[src/rtl/irq_ctrl_pkg.sv]
// rtl/irq_ctrl_pkg.sv - shared constants and FSM encoding for irq_ctrl
//   Register word indices within the 0x7f20 window, base address, state enum.
package irq_ctrl_pkg;

  localparam logic [31:0] BASE_ADDR = 32'h00007f20;

  localparam logic [1:0] REG_PEND = 2'd0;
  localparam logic [1:0] REG_MASK = 2'd1;
  localparam logic [1:0] REG_MODE = 2'd2;
  localparam logic [1:0] REG_STAT = 2'd3;

  typedef enum logic [1:0] {
    IDLE  = 2'd0,
    ARMED = 2'd1,
    BUSY  = 2'd2
  } state_t;

endpackage

[src/rtl/irq_prio_enc.sv]
// rtl/irq_prio_enc.sv - lowest-index-wins priority encoder
//   req   in  N_IRQ  request vector, bit 0 highest priority
//   valid out 1      any request set
//   idx   out 3      index of the lowest set bit (0 when none)
module irq_prio_enc #(
  parameter int N_IRQ = 3
) (
  input  logic [N_IRQ-1:0] req,
  output logic             valid,
  output logic [2:0]       idx
);

  always_comb begin
    valid = |req;
    idx   = 3'd0;
    // Scan downward so the lowest set index is the last one written.
    for (int i = N_IRQ - 1; i >= 0; i--) begin
      if (req[i]) idx = 3'(i);
    end
  end

endmodule

[src/rtl/irq_ctrl.sv]
// rtl/irq_ctrl.sv - memory-mapped interrupt controller for the device bus
//   clk     in  1      system clock
//   reset   in  1      synchronous, active-low
//   Addr    in  30     word address, [3:2] selects PEND/MASK/MODE/STATUS
//   WD      in  32     write data
//   WE      in  1      write enable (already decoded for this window)
//   RD      out 32     read data, combinational from Addr[3:2]
//   irq_in  in  N_IRQ  raw lines: [0] DEV0, [1] DEV1, [2] external
//   int_ack in  1      CP0 exception-entry pulse
//   HWInt   out [7:2]  one-hot line of the armed source, else 0
module irq_ctrl
  import irq_ctrl_pkg::*;
#(
  parameter int N_IRQ = 3
) (
  input  logic             clk,
  input  logic             reset,
  input  logic [31:2]      Addr,
  input  logic [31:0]      WD,
  input  logic             WE,
  output logic [31:0]      RD,
  input  logic [N_IRQ-1:0] irq_in,
  input  logic             int_ack,
  output logic [7:2]       HWInt
);

  logic [N_IRQ-1:0] pending;
  logic [N_IRQ-1:0] mask;
  logic [N_IRQ-1:0] mode;
  logic [N_IRQ-1:0] irq_q;
  logic [N_IRQ-1:0] elig;
  logic [N_IRQ-1:0] pend_next;
  logic [2:0]       id;
  logic [2:0]       sel;
  logic             sel_valid;
  state_t           state;
  state_t           state_next;

  logic wr_pend;
  logic wr_mask;
  logic wr_mode;
  logic wr_eoi;
  logic take_ack;

  // Upper address bits and unused write-data bits carry no meaning here.
  logic unused_bits;
  assign unused_bits = ^{Addr[31:4], WD[31:N_IRQ]};

  assign wr_pend = WE && (Addr[3:2] == REG_PEND);
  assign wr_mask = WE && (Addr[3:2] == REG_MASK);
  assign wr_mode = WE && (Addr[3:2] == REG_MODE);
  assign wr_eoi  = WE && (Addr[3:2] == REG_STAT);

  assign elig = pending & mask;

  irq_prio_enc #(.N_IRQ(N_IRQ)) u_prio_enc (
    .req   (elig),
    .valid (sel_valid),
    .idx   (sel)
  );

  assign take_ack = (state == ARMED) && int_ack && sel_valid;

  // Edge lines: a fresh rising edge wins over any clear in the same cycle;
  // clears come from W1C or from acknowledging the selected line.
  // Level lines simply mirror the input, so clears cannot stick.
  always_comb begin
    pend_next = '0;
    for (int i = 0; i < N_IRQ; i++) begin
      if (mode[i]) begin
        pend_next[i] = (irq_in[i] & ~irq_q[i])
                     | (pending[i] & ~((wr_pend & WD[i]) | (take_ack & (sel == 3'(i)))));
      end else begin
        pend_next[i] = irq_in[i];
      end
    end
  end

  always_ff @(posedge clk) begin
    if (!reset) begin
      pending <= '0;
      mask    <= '0;
      mode    <= '0;
      irq_q   <= '0;
      id      <= 3'd0;
    end else begin
      pending <= pend_next;
      irq_q   <= irq_in;
      if (wr_mask) mask <= WD[N_IRQ-1:0];
      if (wr_mode) mode <= WD[N_IRQ-1:0];
      if (take_ack) id <= sel;
    end
  end

  always_ff @(posedge clk) begin
    if (!reset) state <= IDLE;
    else        state <= state_next;
  end

  always_comb begin
    state_next = state;
    case (state)
      IDLE: begin
        if (sel_valid) state_next = ARMED;
      end
      ARMED: begin
        if (!sel_valid)   state_next = IDLE;
        else if (int_ack) state_next = BUSY;
      end
      BUSY: begin
        if (wr_eoi) state_next = IDLE;
      end
      default: state_next = IDLE;
    endcase
  end

  // HWInt follows sel while armed so a higher-priority arrival takes over.
  always_comb begin
    HWInt = 6'b000000;
    if ((state == ARMED) && sel_valid) HWInt = 6'b000001 << sel;
  end

  always_comb begin
    RD = 32'd0;
    case (Addr[3:2])
      REG_PEND: RD = {{(32-N_IRQ){1'b0}}, pending};
      REG_MASK: RD = {{(32-N_IRQ){1'b0}}, mask};
      REG_MODE: RD = {{(32-N_IRQ){1'b0}}, mode};
      REG_STAT: RD = {(state == BUSY), 28'd0, id};
      default:  RD = 32'd0;
    endcase
  end

endmodule

[config.mk]
export PLATFORM = sky130hd
export DESIGN_NAME = irq_ctrl
export DESIGN_NICKNAME = d
export VERILOG_FILES = /design/src/rtl/irq_ctrl_pkg.sv /design/src/rtl/irq_prio_enc.sv /design/src/rtl/irq_ctrl.sv
export SDC_FILE = /design/constraint.sdc
export NUM_CORES = 1
export LEC_CHECK = 0
export BUFFER_PORTS_ARGS = -buffer_cell sky130_fd_sc_hd__buf_2
export CAP_MARGIN = 20
export CORE_UTILIZATION = 31
export DETAILED_ROUTE_END_ITERATION = 8
export HOLD_SLACK_MARGIN = 0.06
export PLACE_DENSITY_LB_ADDON = 0.2
export SLEW_MARGIN = 15
export SYNTH_ARGS = -nofsm -noshare
export SYNTH_HDL_FRONTEND = slang
export SYNTH_SLANG_ARGS = --single-unit
[constraint.sdc]
create_clock -name clk -period 1.4 [get_ports clk]
set_input_delay 0.07 -clock clk [delete_from_list [all_inputs] [get_ports clk]]
set_output_delay 0.07 -clock clk [all_outputs]
set_load 0.01 [all_outputs]
==> reports/results.ini, run 1 <==
[final_layout]
final_common_cell=conb_1
drive_gt1_frac=0.3245
design_area_um2=1277
final_cell_mix=31 x conb_1, 16 x buf_2, 11 x dfxtp_1, 9 x buf_6
antenna_cells=0
syn_to_final_growth_pct=30.56
fin_util=0.4219
final_nets=221

[critical_path]
max_stage_delay_ns=0.49
critPathMostFrequentCell=buf_6
critPathMaxFanout=2
crit_chain=buf_6 > mux4_2 > buf_6
required_ns=1.33
worst-setup-path-type=reg2out
crit_slowest_cell=mux4_2
cp-end-kind=primary output
start_kind=flop
worstPathArrival_ns=1.37

[status]
outcome=complete, but fails checks
violations=setup timing

[routing]
drt_iter0_markers=23
drcViolationCount=0
ant_nets=0
wl_per_cell_um=11.12
via_per_inst=4.400
drt_pass1_iterations=4
via_count=858
wirelength_mm=2.169

[logic_synthesis]
post_synth.cell_area_avg_um2=8.815
synth_warnings=0
synthTopCellsByArea=dfxtp_1 33%, buf_4 24%, mux2i_1 7.2%
synth_mux_area_frac=0.1176
yosysUniqueCellTypes=31
synth_seq_area_share=0.3274
synth_fa_ha_area_frac=0
synth.largest_area_cell=dfxtp_1
synth_top_family_by_area=buffers and inverters
synth_edf_count=0
synthCells=111
synth_xor_area_frac=0
ys.flop_type=dfxtp_1
synth-compound-area-share=0.1151
synth-simple-area-share=0.1790
syn_area_um2=978.4
synthArstFlopShare=0
synth_top_cell_area_share=0.3274
ys_ff_latch=16

[sta]
finalSetupViolations=2
finalCritPeriodShare=1.028
setup_ws_ns=-0.03912
rsz0062_at_grt=true
period_minus_slack_ns=1.439
fmax_ghz=0.6949
hold_violations=0
skew_ns=0.003380
slew_viol_final=0

[placed_design]
gp_congestion=0.7577
portBuffers=18
post-dp-hpwl_mm=1.480
placed_area_um2=1052

[floorplan]
design.core.area_um2=3028
io_pins=107
die_h_um=58.18
die_area_um2=3385
initial_core_util=0.3231
rows=20
die_w_um=58.18

[global_routing]
grt_max_degree=11
grt_overflow=0
antenna_found_initial=0
grt_pass1_wl_mm=3.353
grt_pass1_vias=755
grt_util_all_layers=0.1351

[clock_tree]
ctsHtreeMaxLevel=1
cts_buffers=3
clk_latency_ns=0.28
clockBufferDepth=2
clock_sinks=16
cts_tree=yes
cts.clk_slew.worst_paths_ns=0.10
ctsRootBufferMaster=clkbuf_4

[power]
p_per_area_nw_per_um2=762.0
max-vdd-ir-drop_uv=376.1
p_leak_nw=0.6224
p_total_mw=0.9735

[worst_hold_path]
worstHoldPathType=in2reg

[flow_run]
max_cap_viol_count=0

[synth_stat cells (2+ instances only)]
cell and n:
nand2_1 8, buf_4 31, a22o_1 3, and2_1 3, nor2_1 8, dfxtp_1 16, a21oi_1 3, mux2i_1 7
clkbuf_1 3, nand3_1 6, mux4_2 2, nand3b_1 2
[what timing repair did]
action | 4_1_cts | 5_1_grt
hold buffers | 7 | 0
setup endpoints to repair | 4 | 5
gates resized for setup | 12 | 7
pin swaps | 3 | 2
endpoints found under the hold margin | 10 | 0
setup buffers | 5 | 2
[per-layer routing]
metal | vias to the layer above | share of wire | GRT usage
met5 | - | 0 | 0
met3 | 4 | 0.055 | 0.02902
met2 | 40 | 0.50 | 0.2282
met1 | 406 | 0.44 | 0.1680
li1 | 408 | - | -
met4 | 0 | 0.0088 | 0.05102
[final timing paths]
check	from	to	slack [ns]	depth (start not counted)
worst max register to register	mask[1]	pending[2]	0.01	3
worst min register to register	irq_q[0]	pending[0]	0.48	2
worst min-delay path	reset	state[1]	0.11	3
worst max-delay path	pending[0]	RD[0]	-0.04	3
[worst max-delay path: cells and delay by family (launching register included)]
kind / cells / cell delay (ns)
flops: 1 / 0.34
buf+inv: 2 / 0.26
mux: 1 / 0.49
[cell families (layout without fill, tap and decap cells)]
logic type,Yosys count,count (layout)
multiplexers,9,9
AND/OR/NAND/NOR,34,34
flip-flops,16,16
AO/OA/AOI/OAI,15,15
buffers and inverters,36,46
other,1,31
[state kept, by name, summed over array words and instances (netlist names)]
name / cells
mode: 3
id: 2
mask: 3
state: 2
pending: 3
irq_q: 3
[cell type report]
cell class / instances / area (um2)
sequential: 16 / 326.6
inverter: 2 / 7.507
timing repair buffer: 40 / 311.5
tap: 44 / 55.05
multi-input combinational: 89 / 540.5
clock buffer: 4 / 36.28
fill: 325 / 1750
[stage by stage]
| stage | setup WS, ns | setup TNS, ns | cells | hold slack (ns) |
|---|---|---|---|---|
| finish | -0.03912 | -0.05033 | 195 | 0.1074 |
| floorplan | 0.03158 | 0 | 141 | 0.1883 |
| global route | -0.08409 | -0.1701 | 195 | 0.1249 |
| CTS | -0.02888 | -0.04445 | 193 | 0.09927 |
| global placement | -0.007415 | -0.007415 | 177 | 0.2978 |
| detailed placement | -0.004960 | -0.004960 | 177 | 0.3011 |
[report_power, final]
part           internal (mW)  leakage, nW  switching, mW
combinational         0.0791        0.468         0.0996
clock                  0.158       0.0210          0.152
sequential             0.472        0.133         0.0127
total                  0.710        0.622          0.264
(Power assumes the default switching activity.)
==> inputs of run 2 (changes only) <==
--- a/config.mk
+++ b/config.mk
@@ -7,6 +7,7 @@
 export LEC_CHECK = 0
 export BUFFER_PORTS_ARGS = -buffer_cell sky130_fd_sc_hd__buf_2
 export CAP_MARGIN = 20
+export CORE_MARGIN = 2
 export CORE_UTILIZATION = 31
 export DETAILED_ROUTE_END_ITERATION = 8
 export HOLD_SLACK_MARGIN = 0.06
==> reports/results.ini, run 2 (synthesis results as in run 1) <==
[final_layout]
antenna_cells=0
final_cells=192
syn_to_final_growth_pct=28.52
final_common_cell=conb_1
final_cell_mix=31 x conb_1, 16 x buf_2, 9 x dfxtp_1, 9 x buf_6, 8 x nor2_1
drive_gt1_frac=0.3243
final_nets=218

[critical_path]
start_kind=flop
required_ns=1.33
crit_path_start=pending[1]
critPathMaxFanout=2
ff2ff_setup_slack_ns=0.08
worst-setup-path-type=reg2out
worstPathArrival_ns=1.34
cp-end-kind=primary output
timing.rr.start=pending[1]

[routing]
via_count=846
wl_per_cell_um=11.38
drcViolationCount=0
met3_length_um=156
highest_layer=met4
via_per_inst=4.406
met2_length_mm=1.067
drt_iter0_markers=24
drt_pass1_iterations=4
wirelength_mm=2.185
ant_nets=0
wl_met1_um=924

[floorplan]
die_w_um=60.18
io_pins=107
die_area_um2=3622
design.core.area_um2=3028
initial_core_util=0.3231
die_h_um=60.18
rows=20

[status]
violations=setup timing
outcome=complete, but fails checks

[power]
max-vdd-ir-drop_uv=437.9
p_leak_nw=0.6070
p_per_area_nw_per_um2=769.7

[sta]
setup_ws_ns=-0.01426
skew_ns=0.008293
rsz0062_at_grt=true
hold_violations=0
period_minus_slack_ns=1.414
hold-worst-slack_ns=0.09962
finalSetupViolations=2
fmax_ghz=0.7071
tns_ns=-0.02257
finalCritPeriodShare=1.010
slew_viol_final=0

[global_routing]
grt_overflow=0
antenna_found_initial=0
grt_util_all_layers=0.1321
grt_max_degree=11
grt_pass1_wl_mm=3.546
grt_pass1_vias=807

[clock_tree]
cts.clk_slew.worst_paths_ns=0.10
cts_buffers=3
clk_latency_ns=0.29
ctsHtreeMaxLevel=1
cts_tree=yes
ctsRootBufferMaster=clkbuf_4
clockBufferDepth=2
clock_sinks=16

[placed_design]
dp.cells=177
post-dp-hpwl_mm=1.593
portBuffers=18
gp_congestion=0.7257

[worst_hold_path]
hp-start=reset
worstHoldPathType=in2reg

[flow_run]
max_cap_viol_count=0

[run 2: final timing paths]
| kind | endpoint | cells after the start |
|---|---|---|
| worst max register to register | pending[2] | 3 |
| worst max-delay path | RD[1] | 3 |
| worst min-delay path | state[1] | 3 |
| worst min register to register | state[0] | 1 |
[run 2: what timing repair did]
item                                    4_1_cts  5_1_grt
hold buffers                                  7        0
endpoints found under the setup margin        4        6
pin swaps                                     2        4
endpoints found under the hold margin        10        0
resized for setup                            12        9
setup buffers                                 4        0
[run 2: routing by layer]
metal,vias to the layer above,track usage
li1,401,-
met1,403,0.1584
met2,38,0.2314
met3,4,0.01948
met4,0,0.05714
met5,-,0
[run 2: area by class of cell]
| cell class | count | area [um2] |
|---|---|---|
| Clock buffer | 4 | 36.28 |
| Inverter | 2 | 7.507 |
| Fill cell | 320 | 1770 |
| Multi-Input combinational cell | 89 | 540.5 |
| Timing Repair Buffer | 37 | 289.0 |
| Sequential cell | 16 | 329.1 |
| Tap cell | 44 | 55.05 |
[run 2: power by group]
part	internal [mW]	total (mW)	switching, mW
registers	0.473	0.486	0.0130
clock network	0.158	0.308	0.150
logic	0.0761	0.174	0.0978
[run 2: through the flow]
step	power, mW	worst slack (ns)	util	area (um2)
global placement	0.6293	-0.002146	0.3475	1052
floorplan	0.6448	0.03158	-	1091
finish	0.9679	-0.01426	0.4153	1257
global route	1.019	-0.05337	0.4153	1257
detailed placement	0.6316	-0.008723	0.3475	1052
CTS	0.9698	-0.01595	0.4062	1230
[run 2: critical path: stages, from the launching register on]
cell and delay [ns]:
dfxtp_2 0.34, buf_6 0.11, mux4_2 0.46, buf_6 0.14
